**config.mk**
```make
export PLATFORM = sky130hd
export DESIGN_NAME = fetch_unit_flat
export DESIGN_NICKNAME = d
export VERILOG_FILES = /design/src/rtl/fetch_unit_if.sv /design/src/rtl/fetch_unit.sv /design/src/flat_wrapper.sv
export SDC_FILE = /design/constraint.sdc
export NUM_CORES = 1
export LEC_CHECK = 0
export ABC_CLOCK_PERIOD_IN_PS = 2300
export BUFFER_PORTS_ARGS = -buffer_cell sky130_fd_sc_hd__clkbuf_2
export CAP_MARGIN = 20
export CORE_ASPECT_RATIO = 0.5
export CORE_MARGIN = 4
export CORE_UTILIZATION = 50
export CTS_CLUSTER_DIAMETER = 30
export DETAILED_ROUTE_END_ITERATION = 8
export GPL_TIMING_DRIVEN = 0
export PLACE_DENSITY = 0.71
export SKIP_LAST_GASP = 1
export SYNTH_ARGS = -nofsm -noshare
export SYNTH_HDL_FRONTEND = slang
export SYNTH_SLANG_ARGS = --single-unit
```
**constraint.sdc**
```tcl
create_clock -name CLK -period 2.3 [get_ports CLK]
set_input_delay 0.115 -clock CLK [delete_from_list [all_inputs] [get_ports CLK]]
set_output_delay 0.115 -clock CLK [all_outputs]
set_load 0.02 [all_outputs]
```
**src/rtl/fetch_unit_if.sv**
```systemverilog
// Instruction-memory bus between the fetch unit (master) and instruction memory (slave).
interface fetch_unit_if;
    logic        ihit;
    logic [31:0] imemload;
    logic        imemREN;
    logic [31:0] imemaddr;

    modport master (input ihit, imemload, output imemREN, imemaddr);
    modport slave  (output ihit, imemload, input imemREN, imemaddr);
endinterface

```
**src/rtl/fetch_unit.sv**
```systemverilog
// Fetch stage: PC register, one-entry hold buffer for decode back-pressure, redirect and halt.
// Optional FETCH_PERF_EN adds fetch_count/stall_count performance counters.
module fetch_unit #(
    parameter logic [31:0] PC_INIT = 32'h00000000
) (
    input  logic               CLK,
    input  logic               nRST,
    fetch_unit_if.master       bus,
    input  logic               stall,
    input  logic               pc_redirect,
    input  logic [31:0]        redirect_addr,
    input  logic               halt,
    output logic [31:0]        instr_out,
    output logic [31:0]        npc_out,
    output logic               instr_valid
`ifdef FETCH_PERF_EN
   ,output logic [31:0]        fetch_count,
    output logic [31:0]        stall_count
`endif
);

    typedef enum logic [1:0] {FETCH, HOLD, HALTED} state_t;

    state_t      state, state_n;
    logic [31:0] pc, pc_n, pc_inc;
    logic [31:0] buf_instr, buf_instr_n, buf_npc, buf_npc_n;
    logic [31:0] instr_n, npc_n;
    logic        valid_n;
    logic        accept;

    assign pc_inc       = pc + 32'd4;
    assign bus.imemaddr = pc;
    assign bus.imemREN  = (state == FETCH);

    always_ff @(posedge CLK or negedge nRST) begin
        if (!nRST) begin
            state       <= FETCH;
            pc          <= PC_INIT;
            instr_out   <= '0;
            npc_out     <= '0;
            instr_valid <= 1'b0;
            buf_instr   <= '0;
            buf_npc     <= '0;
        end else begin
            state       <= state_n;
            pc          <= pc_n;
            instr_out   <= instr_n;
            npc_out     <= npc_n;
            instr_valid <= valid_n;
            buf_instr   <= buf_instr_n;
            buf_npc     <= buf_npc_n;
        end
    end

    always_comb begin
        state_n     = state;
        pc_n        = pc;
        instr_n     = instr_out;
        npc_n       = npc_out;
        valid_n     = instr_valid;
        buf_instr_n = buf_instr;
        buf_npc_n   = buf_npc;
        accept      = 1'b0;
        if (state != HALTED) begin
            // Redirect beats halt, which beats normal ihit/stall handling.
            if (pc_redirect) begin
                pc_n        = redirect_addr & ~32'h3;
                buf_instr_n = '0;
                buf_npc_n   = '0;
                valid_n     = 1'b0;
                state_n     = FETCH;
            end else if (halt) begin
                valid_n = 1'b0;
                state_n = HALTED;
            end else if (state == FETCH) begin
                if (bus.ihit) begin
                    accept = 1'b1;
                    pc_n   = pc_inc;
                    if (stall) begin
                        buf_instr_n = bus.imemload;
                        buf_npc_n   = pc_inc;
                        state_n     = HOLD;
                    end else begin
                        instr_n = bus.imemload;
                        npc_n   = pc_inc;
                        valid_n = 1'b1;
                    end
                end else if (!stall) begin
                    valid_n = 1'b0;
                end
            end else if (!stall) begin
                instr_n = buf_instr;
                npc_n   = buf_npc;
                valid_n = 1'b1;
                state_n = FETCH;
            end
        end
    end

`ifdef FETCH_PERF_EN
    always_ff @(posedge CLK or negedge nRST) begin
        if (!nRST) begin
            fetch_count <= '0;
            stall_count <= '0;
        end else begin
            if (accept)
                fetch_count <= fetch_count + 32'd1;
            if (stall && state != HALTED)
                stall_count <= stall_count + 32'd1;
        end
    end
`else
    logic unused_accept;
    assign unused_accept = accept;
`endif

endmodule

```
**src/flat_wrapper.sv**
```systemverilog
// flat-port wrapper written by rule: the top's interface ports become plain ports
module fetch_unit_flat 
#(
    parameter logic [31:0] PC_INIT = 32'h00000000
)
  (CLK, nRST, stall, pc_redirect, redirect_addr, halt, instr_out, npc_out, instr_valid, bus_ihit, bus_imemload, bus_imemREN, bus_imemaddr);
  fetch_unit_if bus_i ();
  input  logic CLK;
  input  logic nRST;
  input  logic stall;
  input  logic pc_redirect;
  input  logic [31:0] redirect_addr;
  input  logic halt;
  output logic [31:0] instr_out;
  output logic [31:0] npc_out;
  output logic instr_valid;
  input wire logic [$bits(bus_i.ihit)-1:0] bus_ihit;
  input wire logic [$bits(bus_i.imemload)-1:0] bus_imemload;
  output wire logic [$bits(bus_i.imemREN)-1:0] bus_imemREN;
  output wire logic [$bits(bus_i.imemaddr)-1:0] bus_imemaddr;
  assign bus_i.ihit = bus_ihit;
  assign bus_i.imemload = bus_imemload;
  assign bus_imemREN = bus_i.imemREN;
  assign bus_imemaddr = bus_i.imemaddr;
  fetch_unit #(.PC_INIT(PC_INIT)) u_core (.CLK(CLK), .nRST(nRST), .bus(bus_i), .stall(stall), .pc_redirect(pc_redirect), .redirect_addr(redirect_addr), .halt(halt), .instr_out(instr_out), .npc_out(npc_out), .instr_valid(instr_valid));
endmodule
```
# After elaboration in Yosys (flattened, before gate mapping)
# Cells that the tools add are included.
[word_totals] input_bits=70 ff_bits=163 output_inout_bits=98 wordCells=62
[classes] reduce_logical=9 addsub=1 n_eq_ne=9 mux=34 bitwise_logic=2
[op_table] cell="32-bit two-way mux" count=22
[op_table] cell="32-bit by 3-bit adder with 32-bit output, second input constant" count=1
[op_table] cell="2-bit two-way mux" count=6
[op_table] cell="2-bit inequality test, second input constant" count=4
[op_table] cell="4-bit inequality test, second input constant" count=2
[op_table] cell="4-bit AND reduction" count=2
[op_table] cell="1-bit two-way mux" count=6
[op_table] cell="6-bit AND reduction" count=1
[op_table] cell="2-bit nonzero test" count=3
[op_table] cell="5-bit inequality test, second input constant" count=1
[op_table] cell="5-bit AND reduction" count=1
[op_table] cell="4-bit by 1-bit inequality test with 1-bit output, second input constant" count=1
[op_table] cell="2-bit logical NOT" count=1
[op_table] cell="2-bit by 1-bit inequality test with 1-bit output, second input constant" count=1
[op_table] cell="1-bit NOT" count=2
[op_table] cell="2-bit AND reduction" count=1

# Longest topological paths before layout
[depth] depth_word=6 mapped_depth=8 depth_no_buf=6

# Worst setup path before layout
# OpenSTA, ideal clock, no wires.
[synth_timing] path_type="flip-flop to flip-flop" from="register u_core.pc[2], in the netlist u_core.bus.imemaddr[2]" to="register u_core.npc_out[28]" required_time_ps=2175 path_slack_ps=180 n_path_buf=1 arrival_ps=1996 period_less_slack_ps=2120 stages_incl_launch_ff=8 setup_ps=125 path_cell_list="dfrtp_1 -> ha_1 -> nand3_4 -> or3_1 -> clkbuf_1 -> o31ai_1 -> nor3b_1 -> o21ai_1"
[synth_via] elab_chain_cells=4
[synth_lines] item="start: declaration" line="fetch_unit.sv:25" text="logic [31:0] pc, pc_n, pc_inc;"
[synth_lines] item="start signal: assignment" line="fetch_unit.sv:46" text="pc <= pc_n;"
[synth_lines] item="32-bit by 3-bit adder with 32-bit output" line="fetch_unit.sv:31" text="assign pc_inc = pc + 32'd4;"
[synth_lines] item="32-bit two-way mux" line="fetch_unit.sv:79" text="if (stall) begin"
[synth_lines] item="32-bit two-way mux" line="fetch_unit.sv:76" text="if (bus.ihit) begin"
[synth_lines] item="32-bit two-way mux" line="fetch_unit.sv:75" text="end else if (state == FETCH) begin"
[synth_lines] item="end signal: assignment" line="fetch_unit.sv:48" text="npc_out <= npc_n;"
[synth_lines] item="end: declaration" line="fetch_unit.sv:14" text="output logic [31:0] npc_out,"
# Every way passes these cells. The select of a mux whose other input is x is not followed.
# A chain may end at the register's enable or synchronous reset.

# Worst setup path after layout
[layout_timing] from="register u_core.pc[4], in the netlist u_core.bus.imemaddr[4]" to="register u_core.npc_out[19]"
# The elaborated chain is that of the path after synthesis.

==> flow_metrics.env <==
export IMPL_run_status="finished, final reports clean"
export IMPL_power_mw=8.880
export IMPL_ys_types=61
export IMPL_netlist_area_um2=7777
export IMPL_cts_tree="done"
export IMPL_required_ps=2660
export IMPL_vias_per_cell=5.837
export IMPL_antennaDiodeCount=0
export IMPL_die_y_um=96.19
export IMPL_worstSetupEndpointType="flip-flop"
export IMPL_synthesis_instances=865
export IMPL_yosysTopAreaCellShare=0.5116
export IMPL_layout_setup_ws_ps=46.33
export IMPL_slew_headroom=0.4769
export IMPL_cts_sinks=159
export IMPL_drive_gt1_frac=0.2337
export IMPL_grt_pass1_vias=7260
export IMPL_yosysTopAreaCell="dfrtp_1"
export IMPL_finalMaxSlewViolations=0
export IMPL_wl_per_cell_um=19.16
export IMPL_die_area_um2=17740
export IMPL_die_w_um=184.4
export IMPL_fin_util=0.6714
export IMPL_ys_ff_latch=159
export IMPL_fillers=1248
export IMPL_clk_pin_slew_ps=70
export IMPL_grt_max_degree=106
export IMPL_clock_latency_ps=430
export IMPL_hold_ws_ps=4.412
export IMPL_final_hold_viol_count=0
export IMPL_arrival_ps=2610
export IMPL_rsz0062_at_grt="true"
export IMPL_synth_mux_area_frac=0.005309
export IMPL_fin_crit_sh=0.9799
export IMPL_dp_cells=1228
export IMPL_fmax_ghz=0.4437
export IMPL_syn_to_final_growth_pct=28.25
export IMPL_leakagePower_nw=4.571
export IMPL_synthMostInstantiatedCell="nand2_1"
export IMPL_start_kind="flip-flop"
export IMPL_drc_errors=0
export IMPL_cts_made_buffers=17
export IMPL_synth_compound_area_frac=0.1902
export IMPL_peakVddDrop_mv=0.6141
export IMPL_root_buffer="clkbuf_16"
export IMPL_gp_congestion=0.9554
export IMPL_maxCapViolCount=0
export IMPL_synthAdderAreaFrac=0.001609
export IMPL_drtAntennaViolNets=0
export IMPL_fin_nets=1163
export IMPL_final_cells=1302
export IMPL_num_rows=31
export IMPL_routed_wl_um=24950
export IMPL_dp_hpwl_um=17630
export IMPL_synth_top_family_by_area="simple AND/OR/NAND/NOR gates"
export IMPL_grt_usage=0.2846
export IMPL_antenna_found_initial=0
export IMPL_pre_cts_ws_ps=-301.3
export IMPL_synth_top_flop_cell="dfrtp_1"
export IMPL_vias=7600
export IMPL_dr_pass1_iters=5
export IMPL_crit_path_max_fanout=8
export IMPL_io_pins=168
export IMPL_p_per_area_nw_per_um2=890.3
export IMPL_seq_area_frac_synth=0.5116
export IMPL_avgSynthCellArea_um2=8.991
export IMPL_cts_buffer_depth=2
export IMPL_ys_top_cells_by_count="nand2_1, dfrtp_1, o21ai_0"
export IMPL_min_period_ps=2254
export IMPL_synth_area_top_cells="dfrtp_1, nand2_1, o21ai_0"
export IMPL_numPortBuffers=163
export IMPL_fp_coreArea_um2=14860
export IMPL_synth_edf_count=0
export IMPL_synthSimpleGateAreaFrac=0.2148
export IMPL_crit_type="reg2reg"
export IMPL_synth_xor_area_frac=0.02703
export IMPL_grt_first_pass_wirelength_um=39100
export IMPL_worst_pin_slew_ps=784.6
export IMPL_synthArstFlopShare=1.000
export IMPL_drt_iter0_drc=871
export IMPL_grt_ovfl_total=0
export IMPL_finalSetupViolations=0
export IMPL_initial_utilization=0.5235
export IMPL_hold_class="in2reg"
export IMPL_htreeDepth=4
export IMPL_yosysWarnings=0
export IMPL_clock_skew_ps=13.30
-- cells in the final DEF (no fill, tap or decap), types with 4 or more instances in the layout --
master         count
clkbuf_8           6
nand3_1           19
nor3_2             5
o2bb2ai_1          5
nor3_1            10
buf_2              8
and2_1             5
nand4_1           10
buf_1              5
clkbuf_16         17
o21ai_0           99
a32oi_1           17
o31ai_1            9
dlygate4sd3_1     41
clkbuf_2         173
inv_1             10
a22o_1             4
nand2_1          194
o21ai_1           12
xnor2_1           12
clkbuf_1          38
a21oi_1           24
xor2_1            11
nor4_1             6
nor2_1            63
a31oi_1           38
dfrtp_1          157
inv_6              4
and3_1             6
buf_4              6
o22ai_1            7
a2bb2oi_1          5
a22oi_1            7
-- final timing paths --
path	from	end	slack (ps)	depth (start not counted)
max in group asynchronous	nRST	u_core.buf_instr[21]$_DFFE_PN0P_	1190	3
hold reg to reg	u_core.buf_npc[28]$_DFFE_PN0P_	u_core.buf_npc[28]$_DFFE_PN0P_	480	2
min in group asynchronous	nRST	u_core.npc_out[15]$_DFFE_PN0P_	240	2
hold / removal	redirect_addr[17]	u_core.bus.imemaddr[17]$_DFFE_PN0P_	4	3
setup / recovery	u_core.bus.imemaddr[4]$_DFFE_PN0P_	u_core.npc_out[19]$_DFFE_PN0P_	50	6
setup reg to reg	u_core.bus.imemaddr[4]$_DFFE_PN0P_	u_core.npc_out[19]$_DFFE_PN0P_	50	6
-- per-stage QoR --
stage,TNS (ps),cell area (µm²)
after floorplan,0,7781
after detailed placement,-9092,8881
after global placement,-277090,8845
after CTS,0,9910
after global routing,-74.16,9975
final,0,9975
-- where the power goes --
part           leakage [nW]  switching [mW]  internal, mW
clock network         0.281            1.25          1.65
registers              2.06           0.499          3.34
logic                  2.23            1.31         0.823
-- state kept, by name, summed over array words and instances (netlist names) --
register / cells
u_core.instr_valid: 1
u_core.npc_out: 31
u_core.state: 2
u_core.instr_out: 32
u_core.bus.imemaddr: 30
u_core.buf_instr: 32
u_core.buf_npc: 31
-- final cells by class --
cell class / instances / area [µm²] / area share
sequential: 159 / 3981 / 0.3991
multi-input combinational: 626 / 3478 / 0.3487
clock buffer: 19 / 442.9 / 0.04441
inverter: 10 / 37.54 / 0.003763
tap: 198 / 247.7 / 0.02484
timing repair buffer: 207 / 1277 / 0.1281
clock inverter: 12 / 148.9 / 0.01493
buffer: 71 / 360.3 / 0.03613
-- timing repair --
| item | in CTS | in global routing |
|---|---|---|
| setup endpoints to repair | 71 | 105 |
| hold buffers | 41 | 0 |
| buffers inserted | 0 | 2 |
| gates resized for setup | 11 | 22 |
| endpoints found under the hold margin | 126 | 0 |
| pin swaps | 0 | 1 |
-- cell families (layout without fill, tap and decap cells) --
| family | count (synthesis) | after routing |
|---|---|---|
| AND/OR/NAND/NOR | 353 | 353 |
| other | 1 | 2 |
| adder cells (fa/ha/maj) | 1 | 1 |
| AO/OA/AOI/OAI | 242 | 242 |
| flip-flops | 159 | 159 |
| buffers and inverters | 81 | 319 |
| XOR/XNOR | 24 | 24 |
| multiplexers | 4 | 4 |
-- critical path, stage by stage (launching register included) --
cell and delay [ps]:
dfrtp_1 350, buf_2 220, nand4_1 320, nor3_2 550, nand3_1 210, or4_1 440, nand3_1 100
-- per-layer routing --
layer | GRT usage | vias to the layer above | routed length (µm)
met5 | 0 | - | 0
met4 | 0.08487 | 0 | 486
met3 | 0.05587 | 49 | 2231
met2 | 0.4474 | 381 | 11060
met1 | 0.4049 | 3670 | 11170
li1 | - | 3500 | -
Note: power is estimated with default switching activity, not from simulation.
